===== config.mk =====
export PLATFORM = sky130hd
export DESIGN_NAME = serial_subtractor
export DESIGN_NICKNAME = d
export VERILOG_FILES = /design/src/rtl/serial_subtractor_pkg.sv /design/src/rtl/full_subtractor.sv /design/src/rtl/shift_reg_right.sv /design/src/rtl/serial_subtractor.sv
export SDC_FILE = /design/constraint.sdc
export NUM_CORES = 1
export LEC_CHECK = 0
export BUFFER_PORTS_ARGS = -buffer_cell sky130_fd_sc_hd__buf_4
export CAP_MARGIN = 20
export CORE_MARGIN = 4
export CORE_UTILIZATION = 48
export CTS_CLUSTER_DIAMETER = 200
export DETAILED_ROUTE_END_ITERATION = 12
export PLACE_DENSITY = 0.86
export SLEW_MARGIN = 20
export SYNTH_ARGS = -nofsm -noshare
export SYNTH_HDL_FRONTEND = slang
export SYNTH_SLANG_ARGS = --single-unit

===== constraint.sdc =====
create_clock -name clock -period 1.5 [get_ports clock]
set_input_delay 0.15 -clock clock [delete_from_list [all_inputs] [get_ports clock]]
set_output_delay 0.15 -clock clock [all_outputs]
set_load 0.05 [all_outputs]

===== src/rtl/serial_subtractor_pkg.sv =====
// ---------------------------------------------------------------------------
// serial_subtractor_pkg
// Shared definitions for the bit-serial arithmetic blocks.
//   state_t             : 2-bit sequencer encoding (IDLE/LOAD/SHIFT/DONE)
//   DEFAULT_BIT_WIDTH   : default operand/result width
//   DEFAULT_SIZE        : default bit-counter width (2^size > bit_width-1)
// ---------------------------------------------------------------------------
package serial_subtractor_pkg;

    typedef enum logic [1:0] {
        ST_IDLE  = 2'b00,
        ST_LOAD  = 2'b01,
        ST_SHIFT = 2'b10,
        ST_DONE  = 2'b11
    } state_t;

    localparam int DEFAULT_BIT_WIDTH = 8;
    localparam int DEFAULT_SIZE      = 4;

endpackage


===== src/rtl/full_subtractor.sv =====
// ---------------------------------------------------------------------------
// full_subtractor
// One-bit combinational subtractor: computes a - b - bin.
//   a, b  : operand bits
//   bin   : borrow in
//   d     : difference bit
//   bout  : borrow out
// ---------------------------------------------------------------------------
module full_subtractor (
    input  logic a,
    input  logic b,
    input  logic bin,
    output logic d,
    output logic bout
);

    assign d    = a ^ b ^ bin;
    // Borrow when a=0,b=1, or when a==b and a borrow is already pending.
    assign bout = (~a & b) | (~(a ^ b) & bin);

endmodule


===== src/rtl/shift_reg_right.sv =====
// ---------------------------------------------------------------------------
// shift_reg_right
// Parameterised parallel-load / shift-right register.
//   clock      : rising-edge clock
//   reset      : synchronous active-high clear
//   load       : parallel load of load_data (has priority over shift)
//   shift      : shift right one bit, serial_in enters at the MSB
//   serial_in  : bit shifted into the MSB
//   load_data  : parallel load value
//   q          : register contents
// ---------------------------------------------------------------------------
module shift_reg_right #(
    parameter int width = 8
) (
    input  logic             clock,
    input  logic             reset,
    input  logic             load,
    input  logic             shift,
    input  logic             serial_in,
    input  logic [width-1:0] load_data,
    output logic [width-1:0] q
);

    always_ff @(posedge clock) begin
        if (reset)
            q <= '0;
        else if (load)
            q <= load_data;
        else if (shift)
            q <= {serial_in, q[width-1:1]};
    end

endmodule


===== src/rtl/serial_subtractor.sv =====
// ---------------------------------------------------------------------------
// serial_subtractor
// Bit-serial subtractor: diff = ain - bin, one bit per clock, LSB first.
//   clock   : rising-edge clock
//   reset   : synchronous active-high reset, aborts any operation
//   start   : request level, sampled in IDLE and DONE only
//   ain     : minuend (captured in the LOAD cycle)
//   bin     : subtrahend (captured in the LOAD cycle)
//   diff    : (ain - bin) mod 2^bit_width
//   borrow  : 1 iff ain < bin (unsigned)
//   ovf     : signed overflow of ain - bin
//   busy    : high in LOAD and SHIFT
//   done    : high in DONE; held while start stays high
// ---------------------------------------------------------------------------
module serial_subtractor
    import serial_subtractor_pkg::*;
#(
    parameter int bit_width = DEFAULT_BIT_WIDTH,
    parameter int size      = DEFAULT_SIZE
) (
    input  logic                 clock,
    input  logic                 reset,
    input  logic                 start,
    input  logic [bit_width-1:0] ain,
    input  logic [bit_width-1:0] bin,
    output logic [bit_width-1:0] diff,
    output logic                 borrow,
    output logic                 ovf,
    output logic                 busy,
    output logic                 done
);

    state_t              state, state_next;
    logic [size-1:0]     cnt;
    logic                borrow_ff;
    logic                ovf_ff;
    logic                load_en, shift_en;
    logic [bit_width-1:0] a_q, b_q;
    logic                d_bit, bout_bit;
    logic                last_shift;

    // ---------------- sequencer: state register ----------------
    always_ff @(posedge clock) begin
        if (reset)
            state <= ST_IDLE;
        else
            state <= state_next;
    end

    // ---------------- sequencer: next-state ----------------
    always_comb begin
        state_next = ST_IDLE;
        case (state)
            ST_IDLE:  state_next = start ? ST_LOAD : ST_IDLE;
            ST_LOAD:  state_next = ST_SHIFT;
            ST_SHIFT: state_next = (cnt == '0) ? ST_DONE : ST_SHIFT;
            // Holding in DONE while start stays high gives one op per pulse.
            ST_DONE:  state_next = start ? ST_DONE : ST_IDLE;
            default:  state_next = ST_IDLE;
        endcase
    end

    // ---------------- sequencer: outputs ----------------
    always_comb begin
        load_en  = 1'b0;
        shift_en = 1'b0;
        busy     = 1'b0;
        done     = 1'b0;
        case (state)
            ST_LOAD:  begin load_en  = 1'b1; busy = 1'b1; end
            ST_SHIFT: begin shift_en = 1'b1; busy = 1'b1; end
            ST_DONE:  done = 1'b1;
            default:  ;
        endcase
    end

    assign last_shift = shift_en && (cnt == '0);

    // ---------------- datapath ----------------
    shift_reg_right #(.width(bit_width)) u_a_reg (
        .clock     (clock),
        .reset     (reset),
        .load      (load_en),
        .shift     (shift_en),
        .serial_in (1'b0),
        .load_data (ain),
        .q         (a_q)
    );

    shift_reg_right #(.width(bit_width)) u_b_reg (
        .clock     (clock),
        .reset     (reset),
        .load      (load_en),
        .shift     (shift_en),
        .serial_in (1'b0),
        .load_data (bin),
        .q         (b_q)
    );

    // Result bits enter at the MSB so after bit_width shifts the LSB lands at bit 0.
    shift_reg_right #(.width(bit_width)) u_diff_reg (
        .clock     (clock),
        .reset     (reset),
        .load      (load_en),
        .shift     (shift_en),
        .serial_in (d_bit),
        .load_data ({bit_width{1'b0}}),
        .q         (diff)
    );

    full_subtractor u_fs (
        .a    (a_q[0]),
        .b    (b_q[0]),
        .bin  (borrow_ff),
        .d    (d_bit),
        .bout (bout_bit)
    );

    always_ff @(posedge clock) begin
        if (reset) begin
            cnt       <= '0;
            borrow_ff <= 1'b0;
            ovf_ff    <= 1'b0;
        end else if (load_en) begin
            cnt       <= size'(bit_width - 1);
            borrow_ff <= 1'b0;
        end else if (shift_en) begin
            cnt       <= cnt - size'(1);
            borrow_ff <= bout_bit;
            // On the sign-bit step: operand signs differ and the result
            // sign differs from the minuend's sign.
            if (last_shift)
                ovf_ff <= (a_q[0] ^ b_q[0]) & (d_bit ^ a_q[0]);
        end
    end

    assign borrow = borrow_ff;
    assign ovf    = ovf_ff;

    // Only the LSBs of the operand registers feed the subtractor.
    logic unused_bits;
    assign unused_bits = ^{a_q[bit_width-1:1], b_q[bit_width-1:1]};

endmodule


---- After elaboration in Yosys (flattened, before gate mapping) ----
Index checks and enable logic that the tools add are counted.
word-level totals
  bits in registers ....................... 32
  input port bits ......................... 19
  output and inout bits ................... 12
  word-level logic and storage cells ...... 43
cells by class
  add/sub/neg operators ................... 1
  equality and inequality tests ........... 3
  mux-type cells .......................... 14
  bitwise logic cells ..................... 10
  reductions and logical operators ........ 7
operators with widths
  cell                 number
  $mux 8               4
  $pmux 2 s4           1
  $mux 1               6
  $mux 3               2
  $eq 2x2->1 const B   2
  $logic_not 4->1      1
  $reduce_or 2->1      2
  $sub 4x1->4 const B  1
  $and 1x1->1          3
  $not 1->1            3
  $reduce_and 3->1     1
  $xor 1x1->1          3
  $eq 2x1->1 const B   1
  $logic_not 2->1      1
  $mux 2               1
  $reduce_bool 2->1    1
  $logic_and 1x1->1    1
  $or 1x1->1           1

---- Depth between registers and ports, before layout ----
  depth in word-level cells ............... 4
  gate-level depth with buffers ........... 6
  gate-level depth less buffers ........... 5

---- By module ----
A second synthesis with hierarchy kept.
second synthesis, totals
  cells, all modules ...................... 159
  area total of the unflattened synthesis .. 1607.8 sq um
modules (own cells, without submodules)
  module             instances  cells each  area each (sq um)  seq. area each (sq um)
  shift_reg_right    3          35          369.1              160.2
  serial_subtractor  1          50          469.2              160.2
  full_subtractor    1          4           31.3               0.0

---- Worst setup path before layout ----
No wires, ideal clock.
  path kind ............................... register to register
  start point ............................. register borrow_ff (netlist: borrow)
  end point ............................... register ovf_ff (netlist: ovf)
  arrival time ............................ 1.824 ns
  required time ........................... 1.430 ns
  slack ................................... -0.394 ns
  cell stages (with the launch flop) ...... 5
  buffers on the path ..................... 0
  period minus slack after synthesis ...... 1.894 ns
  path through ............................ dfxtp_1 > fa_1 > xor2_1 > or4_1 > a21oi_1
between the ends
  word-level cells in the longest chain between the ends .. 3
ends and longest elaborated chain
  item                      line                      text
  start: declaration        serial_subtractor.sv:35   logic borrow_ff;
  start signal: assignment  serial_subtractor.sv:129  borrow_ff <= bout_bit;
  $xor 1x1->1               full_subtractor.sv:17     assign d = a ^ b ^ bin;
  $xor 1x1->1               serial_subtractor.sv:133  ovf_ff <= (a_q[0] ^ b_q[0]) & (d_bit ^ a_q[0]);
  $and 1x1->1               serial_subtractor.sv:133
  end signal: assignment    serial_subtractor.sv:133
  end: declaration          serial_subtractor.sv:36   logic ovf_ff;
No other way between the ends.
A chain may end at the register's enable or synchronous reset.

---- Worst setup path in the final report ----
Same ends and word-level chain as after synthesis.

==> qor.csv <==
stage,metric,value,unit
status,outcome,"finished, violations left",
status,violations,negative setup slack,
cts,clock_latency,0.33,ns
cts,cts.path.max_buffers,2,
floorplanning,io_pins,31,
cts,cts_tree,yes,
worst_setup_path,cpPeakStageDelay,0.50,ns
sta,finalMaxSlewViolations,0,
route,wl_per_cell,14.6,microns
route,drtIter0Drc,62,
worst_setup_path,critPathRequiredTime,1.77,ns
worst_hold_path,holdCritStartpoint,bin[7],
cts,cts-root-buf,clkbuf_4,
synth,yosysWarnings,0,
cts,cts-buffers-inserted,5,
floorplanning,die_area,0.00397,sq mm
placed_design,gp_congestion,0.674,
layout,drive_gt1_share,35.1,%
worst_setup_path,crit_chain,fa_1 -> xor2_1 -> or4_4 -> a21oi_2,
global_routing,antenna_found_initial,0,
pwr,vdd_drop_max,0.000714,V
pwr,p_seq_share,46.2,%
synth,netlist.area_leader.share,44.1,%
worst_hold_path,min_path_type,in2reg,
cts,h-tree-depth,2,
pwr,swShare,29.8,%
cts,cts-hold-fix-buffers,0,
worst_hold_path,hold_path_depth,3,
layout,finalInstanceArea,0.00193,sq mm
sta,hold_violations,0,
cts,path_clk_slew,0.09,ns
synth,synth_nets,175,
worst_setup_path,cp_max_fo,2,
floorplanning,initial_utilization,51.3,%
placed_design,hpwl,2.13,mm
global_routing,grt_max_degree,24,
floorplanning,coreArea,0.00283,sq mm
synth,synth_area_leader_cell,dfxtp_1,
worst_setup_path,critPathBufInv,0,
synth,synthesis.area,0.00145,sq mm
worst_setup_path,crit_type,reg2reg,
placed_design,io_buffer_count,30,
worst_setup_path,reg2reg_slack,-0.14,ns
sta,period_share,109,%
sta,period_minus_slack,1.64,ns
worst_hold_path,hold_end,u_b_reg.q[7],
floorplanning,die_h,63.0,microns
route,via_count,1218,
pwr,p_switching,640,uW
pwr,pwr-share-clk,25.0,%
pwr,leakagePower,0.784,nW
pwr,p_per_area,1120,mW/mm^2
sta,whs,0.0895,ns
worst_setup_path,critPathSlowestCell,fa_1,
sta,grt_setup_unrepaired,true,
placed_design,place_area,0.00177,sq mm
synth,async_reset_ff_share,0,%
floorplanning,rows,19,
global_routing,overflow,0,
pwr,combPwrFrac,28.8,%
worst_setup_path,r2r_cells,4,
sta,fmax,0.611,GHz
sta,fin_skew,0.00630,ns
global_routing,grt_first_pass_wirelength,5.40,mm
worst_setup_path,reg2reg_to,ovf,
layout,area_growth,32.6,%
worst_setup_path,critical_path_arrival,1.91,ns
route,routed_via_density,5.41,
route,ant_nets,0,
synth,ys_ff_latch,32,
worst_setup_path,r2r-start,borrow,
route,drc,0,
sta,worst_pin_slew,0.423,ns
cts,clock_sinks,32,
sta,setup_violations,1,
synth,synth.area.top_cells,"dfxtp_1, mux2i_1, a211oi_1",
sta,fin_ws,-0.136,ns
synth,netlist_instances,147,
synth,syn_avg_cell_area,9.88,sq um
job,drv_cap,0,
global_routing,grt_pass1_vias,1209,
synth,synth_edf_count,0,
pwr,p_int,1.51,mW
layout,finalNetCount,222,
layout,antenna_cells,0,
synth,yosysUniqueCellTypes,28,
route,drt-pass1-iter-count,4,
global_routing,grt.total_usage,17.4,%
sta,slew_headroom,71.4,%
worst_setup_path,endpoint_kind,register,
worst_setup_path,path_delay_family,adder cells,
synth,yosysSeqAreaShare,44.1,%
route,drt-total-wl,3.29,mm
synth,ys.flop_type,dfxtp_1,
worst_setup_path,start_kind,register,
floorplanning,dieWidth,63.0,microns
worst max path at each step:
stage / from / to / slack (ns) / cells past startpoint
finish: borrow / ovf / -0.14 / 4
detailed placement: u_a_reg.q[0] / ovf / -0.16 / 5
floorplan: borrow / ovf / -0.13 / 4
CTS: borrow / ovf / -0.14 / 4
global placement: borrow / ovf / -0.06 / 4
global route: u_a_reg.q[0] / ovf / -0.18 / 5
stage by stage:
stage / setup WS [ns] / utilization [%] / std cells / power (mW) / TNS (ns)
global placement: -0.0591 / 62.4 / 209 / 1.49 / -0.0591
global route: -0.180 / 68.1 / 225 / 2.29 / -0.251
floorplan: -0.128 / - / 147 / 1.37 / -0.128
CTS: -0.141 / 66.4 / 219 / 2.13 / -0.148
detailed placement: -0.160 / 62.4 / 209 / 1.53 / -0.160
finish: -0.136 / 68.1 / 225 / 2.15 / -0.136
kinds of logic after synthesis:
kind of cell / after synthesis / synth area share [%]
AND/OR/NAND/NOR: 35 / 12.0
flip-flops: 32 / 44.1
AO/OA/AOI/OAI: 29 / 13.8
multiplexers: 22 / 15.2
buffers and inverters: 18 / 5.51
adder cells (fa/ha/maj): 9 / 8.27
XOR/XNOR: 2 / 1.21
worst register-to-register path: stages, from the launching register on:
cell and delay [ns]:
dfxtp_4 0.36, fa_1 0.50, xor2_1 0.16, or4_4 0.42, a21oi_2 0.13
layout make-up:
| type | instances | area (sq um) |
|---|---|---|
| inverters | 8 | 30.0 |
| well taps | 31 | 38.8 |
| repair buffers | 50 | 392 |
| multi-input cells | 97 | 752 |
| flip-flops and latches | 32 | 648 |
| clock buffers | 7 | 65.1 |
| fillers | 229 | 903 |
power by group through the flow:
stage	clock network (mW)	logic (mW)	registers (mW)
after global routing	0.607	0.674	1.01
after detailed placement	0	0.523	1.01
after floorplan	0	0.367	1.01
final	0.537	0.620	0.993
after CTS	0.558	0.580	0.989
after global placement	0	0.489	0.999
placed cells by master, fill, tap and decap left out, drive strengths merged:
cell type	netlist	routed
mux2i	22	22
fa	1	1
nor2	27	27
o21bai	1	1
a21oi	5	5
clkbuf	3	8
a41o	1	1
or2	1	1
o21ai	3	3
inv	8	8
or4	1	1
a31oi	1	1
a311oi	1	1
nand3	2	2
nand4bb	1	1
nor4b	1	1
xor2	1	1
a211oi	16	16
buf	7	49
dfxtp	32	32
o21a	1	1
nand2b	2	2
ha	8	8
xnor2	1	1
synth_stat cells (2+ instances only):
cell and instances:
nand3_1 2, a21oi_1 5, ha_1 8, buf_2 4, a211oi_1 16, o21ai_1 2, mux2i_1 22, buf_4 2
nand2b_1 2, nor2_1 27, inv_1 7, dfxtp_1 32, clkbuf_1 3
per-layer routing:
| metal | share of wire (%) | track usage [%] |
|---|---|---|
| met3 | 6.5 | 7.91 |
| met5 | 0 | 0 |
| met2 | 53 | 29.2 |
| met4 | 0.91 | 4.68 |
| met1 | 40 | 19.8 |
state kept, by name (all words and copies together), names as in the netlist:
| name | count |
|---|---|
| borrow | 1 |
| cnt | 4 |
| ovf | 1 |
| state | 2 |
| u_a_reg.q | 8 |
| u_b_reg.q | 8 |
| u_diff_reg.q | 8 |
what timing repair did:
| action | CTS | global route |
|---|---|---|
| setup buffers | 3 | 6 |
| cloned | 0 | 0 |
| resized for setup | 9 | 2 |
| pin swaps | 2 | 1 |
| endpoints found under the setup margin | 2 | 4 |
No activity file was read; power rests on OpenSTA's default activity.
